==> src/rtl/uart_rx_frame.sv <==
// 8N1 UART receiver: synchronizes rx, detects the start edge and samples each
// bit at its midpoint, delivering bytes with a one-cycle valid strobe.
module uart_rx_frame #(
    parameter int unsigned CLK_FREQ = 100000000,
    parameter int unsigned BAUD     = 9600
) (
    input  logic       clk,
    input  logic       rst_n,
    input  logic       rx,
    output logic [7:0] data,
    output logic       valid,
    output logic       frame_err,
    output logic       busy
);

    localparam int unsigned BIT_CNT  = CLK_FREQ / BAUD;
    localparam int unsigned HALF_CNT = BIT_CNT / 2;
    localparam logic [24:0] BIT_TERM  = 25'(BIT_CNT - 1);
    localparam logic [24:0] HALF_TERM = 25'(HALF_CNT - 1);

    typedef enum logic [1:0] {
        IDLE,
        START,
        DATA,
        STOP
    } state_t;

    state_t      state, state_nx;
    logic        rx_meta, rx_s, rx_d;
    logic [24:0] cnt, cnt_nx;
    logic [2:0]  bit_idx, idx_nx;
    logic [7:0]  shreg, sh_nx;
    logic [7:0]  data_nx;
    logic        valid_nx, ferr_nx;

    always_ff @(posedge clk or negedge rst_n) begin
        if (!rst_n) begin
            rx_meta <= 1'b1;
            rx_s    <= 1'b1;
            rx_d    <= 1'b1;
        end else begin
            rx_meta <= rx;
            rx_s    <= rx_meta;
            rx_d    <= rx_s;
        end
    end

    always_ff @(posedge clk or negedge rst_n) begin
        if (!rst_n) begin
            state     <= IDLE;
            cnt       <= '0;
            bit_idx   <= '0;
            shreg     <= '0;
            data      <= '0;
            valid     <= 1'b0;
            frame_err <= 1'b0;
        end else begin
            state     <= state_nx;
            cnt       <= cnt_nx;
            bit_idx   <= idx_nx;
            shreg     <= sh_nx;
            data      <= data_nx;
            valid     <= valid_nx;
            frame_err <= ferr_nx;
        end
    end

    // Counter defaults to clearing; it only advances while a bit interval is in progress.
    always_comb begin
        state_nx = state;
        cnt_nx   = '0;
        idx_nx   = bit_idx;
        sh_nx    = shreg;
        data_nx  = data;
        valid_nx = 1'b0;
        ferr_nx  = 1'b0;
        unique case (state)
            IDLE: begin
                if (rx_d && !rx_s) state_nx = START;
            end
            START: begin
                if (cnt >= HALF_TERM) begin
                    if (!rx_s) begin
                        state_nx = DATA;
                        idx_nx   = '0;
                    end else begin
                        state_nx = IDLE;
                    end
                end else begin
                    cnt_nx = cnt + 25'd1;
                end
            end
            DATA: begin
                if (cnt >= BIT_TERM) begin
                    sh_nx  = {rx_s, shreg[7:1]};
                    idx_nx = bit_idx + 3'd1;
                    if (bit_idx == 3'd7) state_nx = STOP;
                end else begin
                    cnt_nx = cnt + 25'd1;
                end
            end
            STOP: begin
                if (cnt >= BIT_TERM) begin
                    if (rx_s) begin
                        data_nx  = shreg;
                        valid_nx = 1'b1;
                    end else begin
                        ferr_nx = 1'b1;
                    end
                    state_nx = IDLE;
                end else begin
                    cnt_nx = cnt + 25'd1;
                end
            end
            default: state_nx = IDLE;
        endcase
    end

    assign busy = (state != IDLE);

endmodule

==> config.mk <==
export PLATFORM = sky130hd
export DESIGN_NAME = uart_rx_frame
export DESIGN_NICKNAME = d
export VERILOG_FILES = /design/src/rtl/uart_rx_frame.sv
export SDC_FILE = /design/constraint.sdc
export NUM_CORES = 1
export LEC_CHECK = 0
export CAP_MARGIN = 25
export CORE_ASPECT_RATIO = 0.5
export CORE_MARGIN = 4
export CORE_UTILIZATION = 56
export CTS_CLUSTER_DIAMETER = 100
export DETAILED_ROUTE_END_ITERATION = 10
export HOLD_SLACK_MARGIN = 0.03
export PLACE_DENSITY = 0.87
export SLEW_MARGIN = 20
export SYNTH_ARGS = -nofsm -noshare
export SYNTH_HDL_FRONTEND = slang
export SYNTH_SLANG_ARGS = --single-unit
export TNS_END_PERCENT = 1
==> constraint.sdc <==
create_clock -name clk -period 6.3 [get_ports clk]
set_clock_uncertainty 0.15 [all_clocks]
set_input_delay 1.89 -clock clk [delete_from_list [all_inputs] [get_ports clk]]
set_output_delay 1.89 -clock clk [all_outputs]
set_load 0.01 [all_outputs]
## Yosys cells after proc, flatten, opt, wreduce, memory -nomap -nowiden

Index checks and enable logic that the tools add are counted.

| cells by class | value |
|---|---|
| add/sub/neg operators | 2 |
| order comparisons | 2 |
| equality and inequality tests | 10 |
| mux-type cells | 20 |
| reductions and logical operators | 10 |

Operators by type and width:

| cell | count |
|---|---|
| two-way mux 25 bit | 2 |
| case mux 25 bit (2 select lines) | 1 |
| adder 25 x 1 -> 25 bit, second input constant | 1 |
| >= comparator 25 x 13 -> 1 bit, second input constant | 1 |
| >= comparator 25 x 14 -> 1 bit, second input constant | 1 |
| two-way mux 2 bit | 6 |
| inequality test 2 bit, second input constant | 6 |
| two-way mux 3 bit | 3 |
| case mux 2 bit (4 select lines) | 1 |
| two-way mux 1 bit | 6 |
| case mux 3 bit (2 select lines) | 1 |
| AND reduction 5 bit | 1 |
| equality test 2 bit, second input constant | 2 |
| AND reduction 4 bit | 1 |
| nonzero test 2 bit | 2 |
| adder 3 x 1 -> 3 bit, second input constant | 1 |
| equality test 3 bit, second input constant | 1 |
| AND reduction 3 bit | 1 |
| equality test 2 x 1 -> 1 bit, second input constant | 1 |
| logical NOT 2 bit | 1 |
| AND reduction 2 bit | 1 |
| OR reduction 2 bit | 1 |
| logical AND 1 bit | 1 |
| logical NOT 1 bit | 1 |

| storage, ports and cells | value |
|---|---|
| register bits | 51 |
| input port bits | 3 |
| output and inout port bits | 11 |
| word-level logic and storage cells | 54 |

## Depth between registers and ports, before layout

Gate-level depths: netlist of the first run.

| logic depth | value |
|---|---|
| depth in word-level cells | 4 |
| gate-level depth with buffers | 8 |
| gate-level depth less buffers | 7 |

## Least setup slack after synthesis of the first run

No wires, ideal clock.

| timing path | value |
|---|---|
| path kind | register -> output |
| start point | register (tool-made name) |
| end point | output busy |
| arrival time | 0.742 ns |
| required time | 4.260 ns |
| path slack | 3.518 ns |
| cell stages (with the launch flop) | 2 |
| cell sequence | dfrtp_1 or2_2 |

RTL lines:

| what | RTL line | text |
|---|---|---|
| to (decl) | 13 | `output logic busy` |

==> results of run 1 <==
## metal layers
| layer | vias to the layer above | wire (µm) |
|---|---|---|
| li1 | 649 | - |
| met4 | 0 | 65 |
| met2 | 33 | 1680 |
| met5 | - | 0 |
| met3 | 7 | 172 |
| met1 | 648 | 1550 |
## layout by cell type (no fill, tap or decap), types with 3 or more instances in the layout
master	n
dfrtp_1	48
nor2_1	24
mux2_2	16
clkdlybuf4s50_1	12
conb_1	11
nand2_1	9
inv_1	9
xnor2_1	7
nand3_1	6
nor3_1	5
xor2_1	5
clkbuf_8	5
o21ai_0	4
or4_1	3
ha_1	3
dfstp_2	3
## registers in the layout (all words and copies together) (netlist names), named ones only
register / flops
valid: 1
rx_meta: 1
cnt: 25
frame_err: 1
bit_idx: 3
rx_s: 1
rx_d: 1
shreg: 8
data: 8
state: 1
## per-stage QoR
step	worst slack [ns]	hold slack [ns]	area (µm²)	util, %
floorplan	3.52	0.195	2160	-
global placement	3.05	0.197	2320	65.5
detailed placement	3.04	0.199	2330	65.7
CTS	2.69	0.212	2420	68.2
global route	2.64	0.214	2430	68.5
finish	2.70	0.211	2430	68.5
## logic make-up after synthesis
| family | Yosys count | share of synthesized area, % |
|---|---|---|
| buf+inv | 15 | 3.06 |
| xor+xnor | 12 | 4.94 |
| fa+ha+maj | 3 | 1.76 |
| compound gates | 18 | 6.71 |
| flops | 51 | 60.2 |
| simple gates | 61 | 14.7 |
| other cells | 1 | 0.176 |
| mux | 16 | 8.47 |
## power groups by stage
| stage | combinational, W | clock [W] | sequential [W] |
|---|---|---|---|
| after detailed placement | 0.000202 | 0 | 0.000440 |
| after CTS | 0.000203 | 0.000189 | 0.000433 |
| after floorplan | 0.000113 | 0 | 0.000441 |
| after global routing | 0.000218 | 0.000204 | 0.000445 |
| final | 0.000200 | 0.000185 | 0.000433 |
| after global placement | 0.000189 | 0 | 0.000435 |
## cell type report
type / count / area [µm²] / share of cell area (%)
sequential: 51 / 1280 / 52.7
multi-input combinational: 121 / 820 / 33.7
timing repair buffer: 15 / 143 / 5.87
clock buffer: 6 / 72.6 / 2.99
tap: 51 / 63.8 / 2.63
inverter: 9 / 33.8 / 1.39
clock inverter: 2 / 16.3 / 0.670
## path summary, 6_finish.rpt
kind                                   start              endpoint  depth (start not counted)
setup / recovery                        flop                  busy                          2
hold / removal             rx_meta$_DFF_PN1_        rx_s$_DFF_PN1_                          0
setup reg to reg           cnt[22]$_DFF_PN0_  state[0]$_DFFE_PN0P_                          7
hold reg to reg            rx_meta$_DFF_PN1_        rx_s$_DFF_PN1_                          0
max in group asynchronous              rst_n     cnt[12]$_DFF_PN0_                          1
min in group asynchronous              rst_n   data[6]$_DFFE_PN0P_                          1
==> flow_summary.yaml, run 1 <==
routing:
  firstDrtPassIters: 4
  viasPerCell: 5.24
  num_vias: 1337
  ant_nets: 0
  drt_iter0_drc: 81
  routedWlPerCell_um: 13.6
  drc: 0
  wirelength_um: 3470
yosys:
  ys_ff_latch: 51
  yosysMostFrequentCell: "dfrtp_1"
  synth_seq_area_share_pct: 60.2
  synth_edf_count: 0
  yosys.area.top_type: "dfrtp_1"
  ys_top_cells_by_area: "dfrtp_1 (56%), mux2_2 (8.5%), nor2_1 (4.2%)"
  ys_types: 41
  synthesis.area_um2: 2130
  yosysWarnings: 0
  ys_async_sr_fraction_pct: 100
  ys.flop_type: "dfrtp_1"
  synth_common_cells: "dfrtp_1 (48), nor2_1 (24), mux2_2 (16)"
  avgSynthCellArea_um2: 12.0
  yosys.area.top_type_share_pct: 56.5
  syn_inst: 177
global_routing:
  grt_max_degree: 52
  use_met3_pct: 5.35
  grt_util_met2_pct: 28.0
  grt.busiest_layer: "met2"
  grt_pass1_wl_um: 6200
  track_usage_pct: 16.6
  grt_pass1_vias: 1403
  grt-ovfl-total: 0
  grt_util_met1_pct: 19.9
  antenna_found_initial: 0
timing:
  max_freq_mhz: 278
  tightest_slew_ns: 0.620
  rsz0062_at_grt: "false"
  final-max-slew-violation-count: 0
  fin_tns_setup_ns: 0
  post-route-period-util_pct: 57.1
  finalHoldViolations: 0
  setup_viol: 0
  final.min_clock_period_ns: 3.60
  slew_headroom_pct: 58.4
clock_network:
  path_clk_slew_ns: 0.09
  cts-root-buf: "clkbuf_8"
  clock-sinks: 51
  cts_resized: 0
  clock_latency_ns: 0.30
  holdBufCountCts: 0
  post_cts.repair.setup_buffers: 0
  cts_buffers: 5
  cts-htree-levels: 2
  cts_tree: "yes"
  clockBufferDepth: 2
layout:
  fillerInstances: 247
  area_growth_pct: 14.2
  insertedDiodeCount: 0
  finalNonFillerCells: 255
  nets: 209
  layout-drive-gt1-share_pct: 18.1
power:
  seq_power_share_pct: 53.0
  pwr-share-comb_pct: 24.4
  p_sw_w: 0.000226
  pwr-share-clk_pct: 22.6
  leakagePower_nw: 1.03
  report.power.total_w: 0.000818
  pwr_density_cell_nw_per_um2: 337
  intPower_w: 0.000593
  ir_worst_vdd_uv: 196
  swShare_pct: 27.6
critical_path:
  crit_buf_inv: 1
  end_kind: "output pin"
  crit_type: "flop to output pin"
  r2r_setup_slack_ns: 3.50
  cp.arrival_ns: 1.56
  path_cells: "or2_2 -> clkdlybuf4s50_1"
  slowest_stage: "clkdlybuf4s50_1"
  cp-start-kind: "flop"
  cp_max_fo: 6
  cp_top_family: "buffers and inverters"
  required_ns: 4.26
  cp_slowest_stage_delay_ns: 0.48
floorplanning:
  dieWidth_um: 95.2
  die_y_um: 51.6
  placementRows: 15
  pin_count: 14
  core_area_um2: 3550
  die_area_um2: 4910
  initial_core_util_pct: 60.0
placement:
  place.gp.congestion: 0.758
  port_buffers: 13
  dpl.cell_count: 246
  dp_hpwl_um: 2430
flow_run:
  drv_cap: 0
outcome:
  outcome: "finished, final reports clean"
worst_hold_path:
  hold_path_class: "flop to flop"
No activity file was read; power rests on OpenSTA's default activity.
==> run 2: changes to the inputs <==
Clock period 6.3 ns to 3.4 ns, I/O delays scaled along.
==> run 2 against run 1 <==
Via count rose by 0.22%. Setup slack lost 2.0 ns. Design area up 0.52%. Die area did not move.
==> flow_summary.yaml, run 2 (synthesis results as in run 1) <==
clock_network:
  post_cts.repair.setup_buffers: 0
  clockBufferDepth: 2
  cts_tree: "yes"
  holdBufCountCts: 0
  path_clk_slew_ns: 0.09
  clock-sinks: 51
  cts-root-buf: "clkbuf_8"
  cts_buffers: 5
  clock_latency_ns: 0.30
  cts-htree-levels: 2
  cts_resized: 0
worst_hold_path:
  hold_path_class: "flop to flop"
power:
  ir_worst_vdd_uv: 497
  leakagePower_nw: 1.04
  pwr-share-clk_pct: 23.1
  intPower_w: 0.00111
  pwr_density_cell_nw_per_um2: 635
  seq_power_share_pct: 52.3
  pwr-share-comb_pct: 24.6
  swShare_pct: 28.7
  p_sw_w: 0.000445
timing:
  fin_tns_setup_ns: 0
  final.min_clock_period_ns: 2.74
  worst_slack_ns: 0.656
  max_freq_mhz: 364
  slew_headroom_pct: 61.1
  rsz0062_at_grt: "false"
  final-max-slew-violation-count: 0
  post-route-period-util_pct: 80.7
  whs_ns: 0.213
  tightest_slew_ns: 0.579
  finalHoldViolations: 0
  setup_viol: 0
flow_run:
  drv_cap: 0
placement:
  dp_hpwl_um: 2510
  place.gp.congestion: 0.799
  port_buffers: 13
  place_ws_ns: 0.702
floorplanning:
  core_area_um2: 3550
  initial_core_util_pct: 60.0
  placementRows: 15
  die_area_um2: 4910
  die_y_um: 51.6
  pin_count: 14
  dieWidth_um: 95.2
routing:
  firstDrtPassIters: 4
  viasPerCell: 5.23
  wirelength_um: 3600
  drc: 0
  routedWlPerCell_um: 14.1
  drt_iter0_drc: 90
  ant_nets: 0
  num_vias: 1340
global_routing:
  grt-ovfl-total: 0
  antenna_found_initial: 0
  grt_pass1_vias: 1359
  track_usage_pct: 17.8
  grt_pass1_wl_um: 6580
  grt_max_degree: 38
layout:
  layout-drive-gt1-share_pct: 19.0
  mostFrequentLayoutCell: "dfrtp_1"
  area_growth_pct: 14.8
  regMostFlops: "cnt"
  insertedDiodeCount: 0
  largest_reg_flops: 25
  nets: 210
  final_cell_mix: "dfrtp_1 (48), nor2_1 (24), mux2_2 (16)"
  top_regs: "cnt: 25 flops, data: 8 flops, shreg: 8 flops"
critical_path:
  cp_max_fo: 6
  end_kind: "output pin"
  required_ns: 2.23
  cp-start-kind: "flop"
  cp.arrival_ns: 1.57
  crit_type: "flop to output pin"
outcome:
  outcome: "finished, final reports clean"
## run 2: changes by cell type in the layout (fill, tap and decap cells not counted), sizes merged
cell	delta
clkbuf	-2
clkinv	+1
buf	+2
## run 2: worst paths after layout
kind | startpoint | endpoint | slack [ns] | cells after the start
hold / removal | rx_meta$_DFF_PN1_ | rx_s$_DFF_PN1_ | 0.21 | 0
setup reg to reg | cnt[0]$_DFF_PN0_ | data[5]$_DFFE_PN0P_ | 0.70 | 7
setup / recovery | flop | busy | 0.66 | 2
hold reg to reg | rx_meta$_DFF_PN1_ | rx_s$_DFF_PN1_ | 0.21 | 0
min in group asynchronous | rst_n | data[7]$_DFFE_PN0P_ | 0.44 | 1
max in group asynchronous | rst_n | rx_d$_DFF_PN1_ | 1.87 | 2
## run 2: cell type report
| cell class | instances | area (µm²) |
|---|---|---|
| multi-input combinational | 121 | 820 |
| sequential | 51 | 1280 |
| timing repair buffer | 16 | 148 |
| clock buffer | 5 | 68.8 |
| tap | 51 | 63.8 |
| clock inverter | 3 | 27.5 |
| inverter | 9 | 33.8 |
| fill | 249 | 1110 |
## run 2: through the flow
stage | cell area (µm²) | utilization (%) | power, W | std cells
2_1_floorplan | 2160 | - | 0.00103 | 187
3_3_place_gp | 2340 | 66.1 | 0.00117 | 248
3_5_place_dp | 2340 | 66.1 | 0.00121 | 248
4_1_cts | 2440 | 68.8 | 0.00156 | 256
5_1_grt | 2440 | 68.8 | 0.00164 | 256
6_report | 2440 | 68.8 | 0.00155 | 256
## run 2: worst max-delay path: stages, from the launching register on
cell and delay (ns):
dfrtp_1 0.45, or2_2 0.33, clkdlybuf4s50_1 0.49
## run 2: per-layer routing
layer	up-vias	global-route usage, %	wire length (µm)
met2	39	28.6	1740
met1	642	23.6	1630
met4	0	6.22	57
met3	8	4.62	177
li1	651	-	-
met5	-	0	0
## run 2: power by group through the flow
stage                     combinational, W  clock, W  sequential, W
final                             0.000382  0.000358       0.000811
after global routing              0.000422  0.000393       0.000828
after detailed placement          0.000383         0       0.000822
after floorplan                   0.000209         0       0.000818
after CTS                         0.000387  0.000366       0.000810
after global placement            0.000359         0       0.000810
==> run 3: changes to the inputs <==
Clock period 3.4 ns to 2.8 ns, I/O delays scaled along.
==> run 3 against run 2 <==
Clock-buffer cell count stayed put. First-iteration DRC count is 3.3% higher. Non-clock buffer count is 2 higher. Via count is 1.3% higher. Utilization is 1.1 points higher. Highest routed layer unchanged. Combinational power is 24% higher.
==> flow_summary.yaml, run 3 (synthesis results as in run 1) <==
floorplanning:
  die_area_um2: 4910
  placementRows: 15
  initial_core_util_pct: 60.0
  core_area_um2: 3550
  dieWidth_um: 95.2
  die_y_um: 51.6
  pin_count: 14
critical_path:
  cp_max_fo: 6
  required_ns: 1.81
  cp_slowest_stage_delay_ns: 0.50
  cp.arrival_ns: 1.59
  crit_type: "flop to output pin"
  slowest_stage: "clkdlybuf4s50_1"
  cp-start-kind: "flop"
  path_cells: "or2_2 -> clkdlybuf4s50_1"
  reg2regPathDepth: 7
  end_kind: "output pin"
worst_hold_path:
  holdPathStages: 0
  hold_path_class: "flop to flop"
global_routing:
  track_usage_pct: 17.7
  grt-ovfl-total: 0
  grt.busiest_layer: "met2"
  grt_util_met1_pct: 23.2
  grt_util_met2_pct: 28.2
  grt_pass1_vias: 1401
  antenna_found_initial: 0
  grt_pass1_wl_um: 6580
  grt_max_degree: 23
  use_met3_pct: 5.06
timing:
  max_freq_mhz: 388
  post-route-period-util_pct: 92.1
  worst_slack_ns: 0.221
  final.min_clock_period_ns: 2.58
  fin_tns_setup_ns: 0
  finalHoldViolations: 0
  final-max-slew-violation-count: 0
  setup_viol: 0
  rsz0062_at_grt: "false"
clock_network:
  post_cts.repair.setup_buffers: 0
  cts-htree-levels: 2
  clockBufferDepth: 2
  cts_buffers: 5
  cts_tree: "yes"
  clock-sinks: 51
  path_clk_slew_ns: 0.09
  cts-root-buf: "clkbuf_8"
  clock_latency_ns: 0.30
power:
  ir_worst_vdd_uv: 608
  pwr_density_cell_nw_per_um2: 788
  leakagePower_nw: 1.06
  report.power.total_w: 0.00195
layout:
  mostFrequentLayoutCell: "dfrtp_1"
  regArea_um2: 1280
  multi_input_area_um2: 828
  post-route-util_pct: 69.9
  largest_reg_flops: 25
  nets: 212
  regMostFlops: "cnt"
  fillerInstances: 240
  insertedDiodeCount: 0
  final_cell_mix: "dfrtp_1 (48), nor2_1 (24), mux2_2 (16)"
  top_regs: "cnt: 25 flops, data: 8 flops, shreg: 8 flops"
  layout-drive-gt1-share_pct: 19.8
  area_growth_pct: 16.6
routing:
  drc: 0
  ant_nets: 0
  wirelength_um: 3600
  viasPerCell: 5.26
  firstDrtPassIters: 4
  num_vias: 1357
  routedWlPerCell_um: 14.0
  drt_iter0_drc: 93
placement:
  port_buffers: 13
  place.gp.congestion: 0.771
  dp_hpwl_um: 2640
  place_ws_ns: 0.152
outcome:
  outcome: "finished, final reports clean"
flow_run:
  drv_cap: 0
==> run 3: cell types whose count changed in the layout (fill, tap and decap cells not counted), sizes merged <==
cell / delta
inv: -1
clkinv: +1
buf: +2
clkinvlp: -1
bufinv: +1
==> run 3: stage by stage <==
step / area (µm²) / cells / hold WS, ns
after global placement: 2360 / 250 / 0.198
final: 2480 / 258 / 0.212
after global routing: 2480 / 258 / 0.218
after CTS: 2470 / 258 / 0.214
after detailed placement: 2360 / 250 / 0.201
after floorplan: 2160 / 187 / 0.195
==> run 3: what timing repair did <==
| action | CTS | global route |
|---|---|---|
| hold buffers | 0 | 0 |
| setup endpoints to repair | 0 | 8 |
| gates resized for setup | 0 | 1 |
| endpoints found under the hold margin | 0 | 0 |
==> run 3: worst paths after layout <==
check / slack (ns) / endpoint / start
max in group asynchronous: 1.58 / rx_d$_DFF_PN1_ / rst_n
min in group asynchronous: 0.27 / cnt[20]$_DFF_PN0_ / rst_n
setup reg to reg: 0.23 / data[3]$_DFFE_PN0P_ / cnt[0]$_DFF_PN0_
hold / removal: 0.21 / rx_s$_DFF_PN1_ / rx_meta$_DFF_PN1_
hold reg to reg: 0.21 / rx_s$_DFF_PN1_ / rx_meta$_DFF_PN1_
setup / recovery: 0.22 / busy / flop
==> run 3: critical path: cells and delay by family, from the launching register on <==
kind	cells	cell delay (ns)
buffers and inverters	1	0.50
flip-flops	1	0.46
AND/OR/NAND/NOR	1	0.33
==> run 3: per-layer routing <==
layer  share of wire [%]  wire length (µm)
met3                 4.3               154
met5                   0                 0
met1                  48              1710
met4                 2.2                80
met2                  46              1650
==> run 3: power by group <==
| group | leakage, nW | switching [W] | internal, W |
|---|---|---|---|
| clock network | 0.0581 | 0.000231 | 0.000266 |
| registers | 0.649 | 0.0000998 | 0.000886 |
| logic | 0.355 | 0.000191 | 0.000281 |
==> run 3: cell type report <==
| type | instances | area share, % |
|---|---|---|
| sequential | 51 | 51.6 |
| multi-input combinational | 121 | 33.4 |
| timing repair buffer | 18 | 6.56 |
| clock buffer | 5 | 2.77 |
| tap | 51 | 2.57 |
| clock inverter | 3 | 1.77 |
| inverter | 9 | 1.36 |
